[config.mk]
export PLATFORM = sky130hd
export DESIGN_NAME = debounce_fsm
export DESIGN_NICKNAME = d
export VERILOG_FILES = /design/src/rtl/debounce_fsm.sv
export SDC_FILE = /design/constraint.sdc
export NUM_CORES = 1
export LEC_CHECK = 0
export CORE_AREA = 2 2 39 41
export CTS_BUF_LIST = sky130_fd_sc_hd__clkbuf_16
export CTS_CLUSTER_SIZE = 28
export DETAILED_ROUTE_END_ITERATION = 10
export DIE_AREA = 0 0 41 43
export GPL_ROUTABILITY_DRIVEN = 0
export PLACE_DENSITY = 0.59
export SLEW_MARGIN = 20
export SYNTH_ARGS = -nofsm -noshare
export SYNTH_HDL_FRONTEND = slang
export SYNTH_SLANG_ARGS = --single-unit
[constraint.sdc]
create_clock -name clk -period 1.64 [get_ports clk]
set_input_delay 0.328 -clock clk [delete_from_list [all_inputs] [get_ports clk]]
set_output_delay 0.328 -clock clk [all_outputs]
set_load 0.05 [all_outputs]
[src/rtl/debounce_fsm.sv]
//==============================================================================
// Module      : debounce_fsm
// Description : Synchronizes and debounces a raw level input. Optional
//               rise/fall pulses are compiled in with macro DEBOUNCE_EDGE_EN.
// Revision    : 1.0 - initial release
//==============================================================================
`default_nettype none

module debounce_fsm #(
    parameter int SYNC_STAGES     = 2,
    parameter int DEBOUNCE_CYCLES = 16
) (
    input  logic clk,
    input  logic areset_n,
    input  logic in,
    output logic out,
    output logic rise,
    output logic fall,
    output logic busy
);

    localparam logic [1:0] S_LOW      = 2'd0;
    localparam logic [1:0] S_CHK_HIGH = 2'd1;
    localparam logic [1:0] S_HIGH     = 2'd2;
    localparam logic [1:0] S_CHK_LOW  = 2'd3;

    localparam logic [7:0] C_LAST_CNT = 8'(DEBOUNCE_CYCLES - 1);

    logic [SYNC_STAGES-1:0] r_sync;
    logic                   w_in_sync;
    logic [1:0]             r_state;
    logic [1:0]             w_state_nxt;
    logic [7:0]             r_cnt;
    logic [7:0]             w_cnt_nxt;
    logic                   r_out;

    always_ff @(posedge clk or negedge areset_n) begin
        if (!areset_n) begin
            r_sync <= '0;
        end else begin
            r_sync <= {r_sync[SYNC_STAGES-2:0], in};
        end
    end

    assign w_in_sync = r_sync[SYNC_STAGES-1];

    // State register; out is taken from the next state so it is a plain flop.
    always_ff @(posedge clk or negedge areset_n) begin
        if (!areset_n) begin
            r_state <= S_LOW;
            r_cnt   <= 8'd0;
            r_out   <= 1'b0;
        end else begin
            r_state <= w_state_nxt;
            r_cnt   <= w_cnt_nxt;
            r_out   <= (w_state_nxt == S_HIGH) || (w_state_nxt == S_CHK_LOW);
        end
    end

    // A reversal always wins over the terminal count, so a glitch on the
    // final qualifying cycle still aborts.
    always_comb begin
        w_state_nxt = r_state;
        w_cnt_nxt   = 8'd0;
        case (r_state)
            S_LOW: begin
                if (w_in_sync) begin
                    w_state_nxt = S_CHK_HIGH;
                end
            end
            S_CHK_HIGH: begin
                if (!w_in_sync) begin
                    w_state_nxt = S_LOW;
                end else if (r_cnt == C_LAST_CNT) begin
                    w_state_nxt = S_HIGH;
                end else begin
                    w_cnt_nxt = r_cnt + 8'd1;
                end
            end
            S_HIGH: begin
                if (!w_in_sync) begin
                    w_state_nxt = S_CHK_LOW;
                end
            end
            S_CHK_LOW: begin
                if (w_in_sync) begin
                    w_state_nxt = S_HIGH;
                end else if (r_cnt == C_LAST_CNT) begin
                    w_state_nxt = S_LOW;
                end else begin
                    w_cnt_nxt = r_cnt + 8'd1;
                end
            end
            default: begin
                w_state_nxt = S_LOW;
            end
        endcase
    end

    always_comb begin
        out  = r_out;
        busy = (r_state == S_CHK_HIGH) || (r_state == S_CHK_LOW);
    end

`ifdef DEBOUNCE_EDGE_EN
    logic r_rise;
    logic r_fall;

    always_ff @(posedge clk or negedge areset_n) begin
        if (!areset_n) begin
            r_rise <= 1'b0;
            r_fall <= 1'b0;
        end else begin
            r_rise <= (r_state == S_CHK_HIGH) && (w_state_nxt == S_HIGH);
            r_fall <= (r_state == S_CHK_LOW) && (w_state_nxt == S_LOW);
        end
    end

    assign rise = r_rise;
    assign fall = r_fall;
`else
    assign rise = 1'b0;
    assign fall = 1'b0;
`endif

endmodule

`default_nettype wire

== Word level (Yosys, flattened, before mapping) ==
Index checks and enable logic that the tools add are counted.
Widths: inputs -> output; s select.

* Bits in registers: 13
* Output and inout bits: 4
* Logic and storage cells: 25

* Add/sub/neg operators: 1
* Eq/ne operators: 6
* Mux-type cells: 11
* Reductions and logical operators: 3

{| class="wikitable"
|+ Operators with widths
! cell !! number
|-
| $mux 8 || 3
|-
| $pmux 8 s2 || 1
|-
| $mux 2 || 6
|-
| $add 8x1->8 const B || 1
|-
| $eq 2x2->1 const B || 4
|-
| $eq 8x4->1 const B || 1
|-
| $pmux 2 s4 || 1
|-
| $eq 2x1->1 const B || 1
|-
| $logic_not 2->1 || 1
|-
| $logic_or 1x1->1 || 2
|}

== Depth between registers and ports, before layout ==
* Depth in word-level cells: 6
* Mapped depth: 4

== Least setup slack after synthesis ==
No wires, ideal clock.

* Path kind: register -> register
* Start: register r_cnt[0]
* End: register r_out, in the netlist out
* Arrival time: 1.229 ns
* Required time: 1.512 ns
* Path slack: 0.284 ns
* Cell stages (with the launch flop): 5
* Buffers on the path: 0
* Period minus slack after synthesis: 1.356 ns
* Cells stage by stage: dfrtp_1 ha_1 and3_1 nand3_1 mux2_1

* Longest elaborated chain between the ends: 6
* Elaborated cells on any way between the ends: 9

{| class="wikitable"
|+ RTL lines
! what !! line !! text
|-
| from (decl) || 33 || <nowiki>logic [7:0] r_cnt;</nowiki>
|-
| from (signal assigned) || 55 || <nowiki>r_cnt <= w_cnt_nxt;</nowiki>
|-
| $eq 8x4->1 (*) || 74, 88 ||
|-
| $mux 2 (on tied branches) || 88, 74 ||
|-
| $mux 2 (on tied branches) || 86, 72 ||
|-
| $pmux 2 s4 (*) || 65 || <nowiki>case (r_state)</nowiki>
|-
| via w_state_nxt[1] || 32 || <nowiki>logic [1:0] w_state_nxt;</nowiki>
|-
| $eq 2x2->1 || 56 || <nowiki>r_out <= (w_state_nxt == S_HIGH) || (w_state_nxt == S_CHK_LOW);</nowiki>
|-
| $logic_or 1x1->1 (*) || 56 ||
|-
| to (signal assigned) || 56 ||
|-
| to (decl) || 35 || <nowiki>logic r_out;</nowiki>
|}

Mark *: on every way through the listed nets, which the timed path passes. The rest lies on a longest branch.

== Worst setup path after layout ==
Same ends and word-level chain as after synthesis.

==> results.py <==
metrics = {
    "outcome": {
        "status": "finished clean",
    },
    "floorplanning": {
        "die_y_um": 43,
        "io_pins": 7,
        "die_x_um": 41,
        "coreArea_um2": 1380,
        "dieArea_um2": 1760,
        "rows": 14,
        "initial_utilization_pct": 39.1,
    },
    "drt": {
        "first_pass_iters": 4,
        "num_vias": 384,
        "route.detailed.drc": 0,
        "drt-initial-drc-count": 5,
        "ant_nets": 0,
        "vias_per_cell": 5.26,
        "routed_wl_um": 931,
        "wl_per_cell_um": 12.8,
    },
    "global_route": {
        "grt_pass1_wl_mm": 1.55,
        "grt_max_degree": 13,
        "first_global_vias": 371,
        "grtUsageTotal_pct": 13.4,
        "antenna_found_initial": 0,
        "gr-total-overflow": 0,
    },
    "finish": {
        "nets": 62,
        "fin_util_pct": 48.6,
        "mostFrequentLayoutCell": "dfrtp_1",
        "diodes": 0,
        "regArea_um2": 300,
        "fillCellCount": 125,
        "drive_gt1_share_pct": 12.3,
        "syn_to_final_growth_pct": 24.3,
        "multi_input_area_um2": 218,
        "final_cell_mix": "12 x dfrtp_1, 4 x nand3_1, 4 x a21oi_1",
    },
    "cts": {
        "h-tree-depth": 1,
        "cts_max_path_buffers": 2,
        "clock_latency_ns": 0.24,
        "post-cts-setup-buffer-count": 0,
        "cts.clk_slew.worst_paths_ns": 0.04,
        "root_buffer": "clkbuf_16",
        "cts_made_buffers": 3,
        "cts.sinks": 12,
        "cts_tree": "built",
        "hold_buffers": 0,
        "post_cts_resize_count": 0,
    },
    "worst_setup_path": {
        "crit_type": "flop to flop",
        "path_max_fanout": 5,
        "required_ns": 1.75,
        "cp-end-kind": "flop",
        "worstPathArrival_ns": 1.57,
        "start_kind": "flop",
    },
    "synth": {
        "ys_warn_count": 0,
        "synth_cell_types": 24,
        "avgSynthCellArea_um2": 10.6,
        "syn-instance-count": 51,
        "yosysSeqAreaShare_pct": 55.6,
        "synth_area_um2": 541,
        "ys_ff_latch": 12,
    },
    "timing": {
        "final.period_utilization_pct": 89.1,
        "grt_setup_unrepaired": "false",
        "setup_viol": 0,
        "setup_tns_ns": 0,
        "fmax_mhz": 684,
        "fin_skew_ns": 0.000729,
        "drv_slew": 0,
        "period_needed_ns": 1.46,
        "worstMarginPinSlew_ns": 0.523,
        "hold_violations": 0,
        "slew_headroom_pct": 65.0,
    },
    "placed_design": {
        "port_buffers": 4,
        "hpwl_um": 653,
    },
    "power": {
        "power-per-cell-area_nw_per_um2": 1170,
        "power_mw": 0.787,
        "vdd_drop_max_mv": 0.647,
        "p_leak_nw": 0.290,
    },
    "run": {
        "max-cap-violations": 0,
    },
    "min_path": {
        "min_path_type": "flop to flop",
    },
}
report_power, final:
part           switching (mW)  internal, mW  leakage (nW)
clock network           0.117         0.320        0.0385
registers             0.00647         0.303         0.160
logic                  0.0268        0.0131        0.0919
total                   0.151         0.636         0.290
through the flow:
step,std cells,area (µm²),setup slack [ns],hold WS (ns)
floorplan,52,544,0.284,0.0324
global route,73,672,0.0747,0.361
CTS,73,672,0.171,0.355
global placement,69,593,0.219,0.341
finish,73,672,0.179,0.349
detailed placement,69,593,0.189,0.346
final timing paths:
kind	end	depth (start not counted)	slack, ns	startpoint
max	out	4	0.18	r_cnt[0]
min	r_sync[1]	0	0.35	r_sync[0]
max reg2reg	out	4	0.18	r_cnt[0]
min reg2reg	r_sync[1]	0	0.35	r_sync[0]
max in group asynchronous	r_cnt[3]	1	0.85	areset_n
min in group asynchronous	r_cnt[6]	1	0.44	areset_n
worst max-delay path, stage by stage (launching register included):
cell and delay (ns):
dfrtp_1 0.42, ha_1 0.27, and3_1 0.21, nand3_1 0.10, mux2_1 0.33
state kept, by name, indices dropped and copies added, names as in the netlist:
register  cells
r_cnt         8
r_sync        2
out           1
r_state       1
cells in the mapped netlist, drive strengths merged:
library cell  instances  share of area [%]
a21oi                 4                3.7
a22o                  1                1.6
a311oi                1                1.6
a31oi                 1                1.2
and2                  1                1.2
and3                  1                1.2
buf                   2                2.8
clkbuf                1               0.69
conb                  1               0.69
dfrtp                12                 56
ha                    1                2.3
inv                   2                1.4
mux2                  1                2.1
nand2                 3                2.1
nand3                 4                3.7
nand4                 1                1.2
nor2                  3                2.1
nor4                  1                1.2
o211ai                1                2.3
o21ai                 3                2.8
or3                   3                3.5
or4                   1                2.1
xnor2                 1                1.6
xor2                  1                1.6
logic make-up (layout without fill, tap and decap cells):
kind of cell / after synthesis / in the layout / synth area share (%)
fa+ha+maj: 1 / 1 / 2.31
mux: 1 / 1 / 2.08
buf+inv: 5 / 10 / 4.86
compound gates: 11 / 11 / 13.2
simple gates: 18 / 18 / 18.1
flops: 12 / 12 / 55.6
xor+xnor: 2 / 2 / 3.24
other cells: 1 / 2 / 0.694
routing by layer:
layer | part of all wire [%] | vias to the layer above | GRT usage (%) | wire length, µm
met1 | 50 | 187 | 19.0 | 467
met4 | 3.1 | 0 | 10.0 | 29
met3 | 2.3 | 4 | 3.14 | 21
met5 | 0 | - | 0 | 0
li1 | - | 188 | - | -
met2 | 44 | 5 | 17.2 | 411
area by class of cell:
class	instances	share of cell area [%]
flip-flops and latches	12	44.7
multi-input cells	35	32.4
clock buffers	3	11.2
repair buffers	4	7.08
well taps	16	2.98
inverters	2	1.12
clock inverters	1	0.559
Power figures use the tool's default switching activity.
